**config.mk**
```make
export PLATFORM = sky130hd
export DESIGN_NAME = instr_encoder
export DESIGN_NICKNAME = d
export VERILOG_FILES = /design/src/rtl/instr_encoder.sv
export SDC_FILE = /design/constraint.sdc
export NUM_CORES = 1
export LEC_CHECK = 0
export CORE_AREA = 8 8 102 104
export CTS_CLUSTER_SIZE = 28
export DETAILED_ROUTE_END_ITERATION = 10
export DIE_AREA = 0 0 110 112
export PLACE_DENSITY = 0.71
export SKIP_CTS_REPAIR_TIMING = 1
export SYNTH_ARGS = -nofsm -noshare
export SYNTH_HDL_FRONTEND = slang
export SYNTH_SLANG_ARGS = --single-unit
```
**constraint.sdc**
```tcl
create_clock -name clk -period 2.5 [get_ports clk]
set_input_delay 0.75 -clock clk [delete_from_list [all_inputs] [get_ports clk]]
set_output_delay 0.75 -clock clk [all_outputs]
set_load 0.01 [all_outputs]
```
**src/rtl/instr_encoder.sv**
```systemverilog
// RISC-V instruction encoder: packs fields into one of the I/S/B/U/J formats,
// or expands a 32-bit load-immediate into ADDI / LUI / LUI+ADDI beats.
module instr_encoder (
    input  logic        clk,
    input  logic        rst,
    input  logic        in_valid,
    output logic        in_ready,
    input  logic        li,
    input  logic [2:0]  ext_op,
    input  logic [6:0]  opcode,
    input  logic [4:0]  rd,
    input  logic [4:0]  rs1,
    input  logic [4:0]  rs2,
    input  logic [2:0]  funct3,
    input  logic [31:0] imm,
    output logic        out_valid,
    input  logic        out_ready,
    output logic [31:0] instr,
    output logic        out_last,
    output logic        range_err
);

    localparam int unsigned DATA_WIDTH = 32;

    localparam logic [2:0] EXTOP_I = 3'd0;
    localparam logic [2:0] EXTOP_U = 3'd1;
    localparam logic [2:0] EXTOP_S = 3'd2;
    localparam logic [2:0] EXTOP_B = 3'd3;
    localparam logic [2:0] EXTOP_J = 3'd4;

    localparam logic [6:0] OP_IMM = 7'h13;
    localparam logic [6:0] OP_LUI = 7'h37;
    localparam logic [DATA_WIDTH-1:0] NOP_INSTR = 32'h0000_0013;

    typedef enum logic [1:0] {IDLE, EMIT1, EMIT2} state_t;

    state_t                state_q, state_d;
    logic                  out_valid_q, out_valid_d;
    logic [DATA_WIDTH-1:0] instr_q, instr_d;
    logic                  out_last_q, out_last_d;
    logic                  range_err_q, range_err_d;
    logic [DATA_WIDTH-1:0] beat2_q, beat2_d;
    logic                  two_beats_q, two_beats_d;

    logic                  fits12, fits13, fits21, lo_zero;
    logic [19:0]           hi;
    logic [DATA_WIDTH-1:0] enc_instr, enc_beat2;
    logic                  enc_err, enc_two;

    assign fits12  = (&imm[31:11]) | ~(|imm[31:11]);
    assign fits13  = (&imm[31:12]) | ~(|imm[31:12]);
    assign fits21  = (&imm[31:20]) | ~(|imm[31:20]);
    assign lo_zero = (imm[11:0] == 12'd0);
    // Upper part rounded so that the sign-extended low 12 bits add back correctly
    assign hi      = imm[31:12] + 20'(imm[11]);

    // First-beat encoding (and optional second beat) from the live request fields
    always_comb begin
        enc_instr = NOP_INSTR;
        enc_beat2 = {imm[11:0], rd, 3'd0, rd, OP_IMM};
        enc_err   = 1'b0;
        enc_two   = 1'b0;
        if (li) begin
            if (fits12) begin
                enc_instr = {imm[11:0], 5'd0, 3'd0, rd, OP_IMM};
            end else begin
                enc_instr = {hi, rd, OP_LUI};
                enc_two   = ~lo_zero;
            end
        end else begin
            case (ext_op)
                EXTOP_I: begin
                    enc_instr = {imm[11:0], rs1, funct3, rd, opcode};
                    enc_err   = ~fits12;
                end
                EXTOP_S: begin
                    enc_instr = {imm[11:5], rs2, rs1, funct3, imm[4:0], opcode};
                    enc_err   = ~fits12;
                end
                EXTOP_B: begin
                    enc_instr = {imm[12], imm[10:5], rs2, rs1, funct3, imm[4:1], imm[11], opcode};
                    enc_err   = ~fits13 | imm[0];
                end
                EXTOP_U: begin
                    enc_instr = {imm[31:12], rd, opcode};
                    enc_err   = ~lo_zero;
                end
                EXTOP_J: begin
                    enc_instr = {imm[20], imm[10:1], imm[11], imm[19:12], rd, opcode};
                    enc_err   = ~fits21 | imm[0];
                end
                default: begin
                    enc_instr = NOP_INSTR;
                    enc_err   = 1'b1;
                end
            endcase
        end
    end

    assign in_ready = (state_q == IDLE) && !rst;

    // Beat sequencing; outputs only change on accept or retire so they hold under stall
    always_comb begin
        state_d     = state_q;
        out_valid_d = out_valid_q;
        instr_d     = instr_q;
        out_last_d  = out_last_q;
        range_err_d = range_err_q;
        beat2_d     = beat2_q;
        two_beats_d = two_beats_q;
        case (state_q)
            IDLE: begin
                if (in_valid) begin
                    state_d     = EMIT1;
                    out_valid_d = 1'b1;
                    instr_d     = enc_instr;
                    out_last_d  = ~enc_two;
                    range_err_d = enc_err;
                    beat2_d     = enc_beat2;
                    two_beats_d = enc_two;
                end
            end
            EMIT1: begin
                if (out_ready) begin
                    if (two_beats_q) begin
                        state_d     = EMIT2;
                        instr_d     = beat2_q;
                        out_last_d  = 1'b1;
                        range_err_d = 1'b0;
                    end else begin
                        state_d     = IDLE;
                        out_valid_d = 1'b0;
                    end
                end
            end
            EMIT2: begin
                if (out_ready) begin
                    state_d     = IDLE;
                    out_valid_d = 1'b0;
                end
            end
            default: begin
                state_d     = IDLE;
                out_valid_d = 1'b0;
            end
        endcase
    end

    always_ff @(posedge clk) begin
        if (rst) begin
            state_q     <= IDLE;
            out_valid_q <= 1'b0;
            instr_q     <= '0;
            out_last_q  <= 1'b0;
            range_err_q <= 1'b0;
            beat2_q     <= '0;
            two_beats_q <= 1'b0;
        end else begin
            state_q     <= state_d;
            out_valid_q <= out_valid_d;
            instr_q     <= instr_d;
            out_last_q  <= out_last_d;
            range_err_q <= range_err_d;
            beat2_q     <= beat2_d;
            two_beats_q <= two_beats_d;
        end
    end

    assign out_valid = out_valid_q;
    assign instr     = instr_q;
    assign out_last  = out_last_q;
    assign range_err = range_err_q;

endmodule

```
-- After elaboration in Yosys (flattened, before gate mapping)
Cells that the tools add are included.
- output and inout port bits: 36
- word-level logic and storage cells: 78
- input port bits: 65
- register bits: 63
- bitwise gates (word level): 13
- add/sub/neg operators: 1
- eq/ne operators: 11
- multiplexer cells: 29
- reductions and logical operators: 17
- operators by type and width (kind ; number):
    32-bit 2-to-1 mux ; 5
    32-bit one-hot mux with 5 select lines ; 1
    32-bit one-hot mux with 2 select lines ; 1
    21-bit AND reduction ; 1
    21-bit OR reduction ; 1
    20-bit by 1-bit adder with 20-bit output ; 1
    20-bit AND reduction ; 1
    20-bit OR reduction ; 1
    1-bit 2-to-1 mux ; 13
    12-bit logical NOT ; 1
    12-bit AND reduction ; 1
    12-bit OR reduction ; 1
    2-bit inequality test (second input constant) ; 5
    2-bit 2-to-1 mux ; 4
    1-bit NOT ; 8
    4-bit AND reduction ; 2
    3-bit by 2-bit equality test with 1-bit output (second input constant) ; 2
    2-bit one-hot mux with 3 select lines ; 1
    1-bit OR ; 5
    1-bit one-hot mux with 2 select lines ; 2
    1-bit one-hot mux with 4 select lines ; 1
    3-bit by 1-bit equality test with 1-bit output (second input constant) ; 1
    3-bit equality test (second input constant) ; 1
    3-bit logical NOT ; 1
    10 further kinds ; 10

-- Logic depth before layout (Yosys ltp)
- depth after elaboration: 9
- gate-level depth with buffers: 8
- mapped depth without buffers: 8

-- Least setup slack after synthesis
No wires, ideal clock.
- path type: in2reg
- start: in imm[17]
- end: reg instr_q[22] (netlist: instr[22])
- required time: 2.366 ns
- path buffers: 2
- data arrival time: 2.222 ns
- slack: 0.144 ns
- setup time: 0.134 ns
- stages on the path: 8
- path through: buf_6 nor4_1 nand3_1 a2bb2o_1 buf_6 mux2_4 a21oi_2 o41ai_2
- word-level cells in the longest chain between the ends: 7
- elaborated cells on any way between the ends: 9
- those cells by class: 1 x add/sub; 4 x mux; 2 x bitwise; 2 x reduce/logical
- RTL lines (what ; RTL line ; RTL):
    start, declared ; 15 ; input logic [31:0] imm,
    parallel branches: the longest is 3 deep, another holds 20-bit by 1-bit adder with 20-bit output ; n/a ;
    32-bit 2-to-1 mux (*) ; 64 ; if (fits12) begin
    32-bit 2-to-1 mux (*) ; 63 ; if (li) begin
    32-bit 2-to-1 mux (*) ; 113 ; if (in_valid) begin
    32-bit one-hot mux with 2 select lines (*) ; 111 ; case (state_q)
    end signal, assigned ; 161 ; instr_q <= instr_d;
    end, declared ; 39 ; logic [DATA_WIDTH-1:0] instr_q, instr_d;
Every way passes the cells marked *. The select of a mux whose other input is x is not followed.
A chain may end at the register's enable or synchronous reset.

-- Worst setup path after layout
- start: in imm[29]
- end: reg instr_q[21] (netlist: instr[21])
- word-level cells in the longest chain between the ends: 7
- elaborated cells on any way between the ends: 8
- those cells by class: 4 x mux; 2 x bitwise; 2 x reduce/logical
- RTL lines (what ; RTL line ; RTL):
    21-bit OR reduction ; 50 ; assign fits12 = (&imm[31:11]) | ~(|imm[31:11]);
    1-bit NOT ; 50 ;
    1-bit OR (*) ; 50 ;
    32-bit 2-to-1 mux (*) ; 64 ;
    32-bit 2-to-1 mux (*) ; 63 ;
    32-bit 2-to-1 mux (*) ; 113 ;
    32-bit one-hot mux with 2 select lines (*) ; 111 ;
Every way passes the cells marked *; elsewhere a longest branch is shown, timed or not. The select of a mux whose other input is x is not followed.

==> results by group <==
Outcome
  – Status: complete, no violations

Cells and area
  – Nets: 687
  – N_diodes: 0
  – Layout cell share with drive strength beyond 1: 21.61%
  – Area Growth Syn to Fin: 55.10%
  – Post-layout util: 60.34%
  – Design area: 5364 um^2
  – # fillers: 834

Synthesis
  – Post-synthesis register bit count: 56
  – Ys Warns: 0
  – Main synth FF type: dfxtp_1
  – Top post-synthesis cells by area: dfxtp_1 (32%), nand2_1 (7.6%), a21oi_1 (5.6%)
  – Netlist cell types: 60
  – Most frequent cell after synthesis: nand2_1
  – Synthesized area per cell: 7.551 um^2
  – Cell count after synthesis: 458
  – Syn_nets: 526
  – Register area share after synthesis: 32.42%
  – Post-synthesis instance area: 3458 um^2
  – Post-synth top cells: nand2_1 (70), dfxtp_1 (56), nor2_1 (41), a21oi_1 (39), o21ai_0 (28)
  – EDFF count, synth: 0
  – Ys async rst share: 0%
  – Area leader, netlist: dfxtp_1
  – Area share of the largest cell type after synthesis: 32.42%

Pwr
  – Switching share of power: 31.71%
  – Logic pwr share: 32.3%
  – Pwr Density: 413.9 nW/um^2
  – LEAKAGE: 2.166 nW
  – Clock share of power: 23.0%
  – Maximum vdd drop: 0.3737 mV
  – Net switching power: 0.0007041 W
  – Flop pwr share: 44.7%
  – Internal power: 0.001516 W

Flow run
  – Maxcap violations: 0

Die
  – Site Rows: 35
  – Overall die height: 112 um
  – Die Wd: 110 um
  – Core region area: 8890 um^2
  – Io pins: 101
  – Starting Density: 38.90%
  – Die area: 12320 um^2

Timing
  – Setup_tns: 0 ps
  – Rel. slew slack: 60.62%
  – Setup violators final: 0
  – Final period util: 96.71%
  – Clk_skew: 9.355 ps
  – Fin Hold WS: 462.3 ps
  – Max Clk Rate: 0.4136 GHz
  – Final Hold Vio Count: 0
  – RSZ-0062 raised after global routing: no
  – Min cycle time layout: 2418 ps
  – Final Max Tran Viols: 0
  – Worst Tran Pin Value: 590.7 ps

Global routing
  – Largest net degree at the start of global routing: 55
  – Tot GR Track Use: 21.20%
  – Remaining global-route overflow: 0
  – Initial antenna violation count: 0
  – Vias in the first global route: 4251
  – First-pass GRT wire length: 20990 um

Placed design
  – Area after DPL: 5087 um^2
  – Hpwl dp: 10590 um
  – Final GP Congestion: 0.9070
  – # port buffers: 100

Clock network
  – Clock buffer count from CTS: 5
  – Clk_lat worst skew: 310 ps
  – CTS tree: yes
  – CTS max path bufs: 2
  – Clock Pin Slew Worst Setup and Hold Paths: 110 ps
  – H-tree level count: 2
  – CTS root buffer: clkbuf_8
  – Clock sink total: 56

Worst setup path
  – CP arrival: 2650 ps
  – Setup crit end kind: flip-flop
  – CP Launch Type: input pin
  – Crit Path Category: input pin to flip-flop
  – WP data required: 2730 ps
  – Peak fanout along the critical path: 7

Routing
  – Routed wire per std cell: 18.47 um
  – # DRC: 0
  – Total number of vias: 4225
  – Initial DRC count: 396
  – Antenna viol nets, final: 0
  – Via-per-instance ratio: 5.780
  – WL final: 13500 um
  – First-pass DRT Iterations: 5

Min path
  – Hold crit path type: flip-flop to flip-flop
registers in the layout (all words and copies together), names as in the netlist:
register	cells
beat2_q	18
instr	32
out_last	1
out_valid	1
range_err	1
state_q	2
two_beats_q	1
stage by stage:
stage | total power [W] | instances | worst slack [ps]
CTS | 0.002209 | 730 | -406.7
finish | 0.002220 | 731 | 82.33
detailed placement | 0.001707 | 722 | -707.4
global route | 0.002330 | 731 | 0.3866
floorplan | 0.001313 | 458 | 144.2
global placement | 0.001697 | 722 | -565.2
worst max-delay path, stage by stage:
cell             delay (ps)
clkdlybuf4s50_1         450
nor4_1                  280
nand3_1                 160
buf_4                   170
a2bb2o_4                280
nand2_2                  60
a211o_1                 300
a311oi_1                200
area by class of cell:
type / count / area [um^2] / area share (%)
timing repair buffer: 189 / 1702 / 31.72
inverter: 11 / 41.29 / 0.7698
clock inverter: 3 / 22.52 / 0.4199
tap: 111 / 138.9 / 2.589
sequential: 56 / 1121 / 20.90
clock buffer: 5 / 68.82 / 1.283
multi-input combinational: 356 / 2270 / 42.31
power by group through the flow:
| stage | Clock [W] | Sequential, W | Combinational [W] |
|---|---|---|---|
| 6_report | 0.000510 | 0.000992 | 0.000717 |
| 5_1_grt | 0.000556 | 0.00100 | 0.000774 |
| 4_1_cts | 0.000519 | 0.000992 | 0.000698 |
| 3_5_place_dp | 0 | 0.00101 | 0.000696 |
| 3_3_place_gp | 0 | 0.00101 | 0.000688 |
| 2_1_floorplan | 0 | 0.00102 | 0.000292 |
final timing paths:
| path | depth (start not counted) | end | startpoint | slack, ps |
|---|---|---|---|---|
| setup / recovery | 8 | instr[21] | imm[29] | 80 |
| hold / removal | 2 | beat2_q[26] | beat2_q[26] | 460 |
| setup reg to reg | 4 | instr[26] | state_q[1] | 690 |
| hold reg to reg | 2 | beat2_q[26] | beat2_q[26] | 460 |
per-layer routing:
metal	routed length, um	global-route usage (%)
met5	0	0
met4	338	8.018
met3	1117	4.275
met2	6656	34.87
met1	5390	26.16
cell families after synthesis:
logic type               Yosys count  share of synthesized area [%]
AND/OR/NAND/NOR                  187                          25.58
adder cells (fa/ha/maj)            3                          1.085
multiplexers                       4                          1.339
AO/OA/AOI/OAI                    145                          29.27
XOR/XNOR                          17                          4.305
flip-flops                        56                          32.42
buffers and inverters             46                          6.006
cell usage in the layout (no fill, tap or decap), drive strengths merged, types with 3 or more instances in the layout:
| master | count |
|---|---|
| a221oi | 10 |
| nor2b | 3 |
| a222oi | 5 |
| o21ai | 28 |
| a22o | 8 |
| nor4 | 13 |
| nor2 | 42 |
| a21oi | 40 |
| xnor2 | 10 |
| dfxtp | 56 |
| o41ai | 5 |
| clkinv | 3 |
| dlymetal6s2s | 15 |
| and2 | 3 |
| buf | 90 |
| inv | 11 |
| nand2 | 71 |
| nor3 | 22 |
| ha | 3 |
| nand4 | 3 |
| clkdlybuf4s50 | 84 |
| a22oi | 20 |
| a31oi | 6 |
| a311oi | 3 |
| a21o | 3 |
| nand3 | 20 |
| clkbuf | 5 |
| xor2 | 7 |
(Power assumes the default switching activity.)
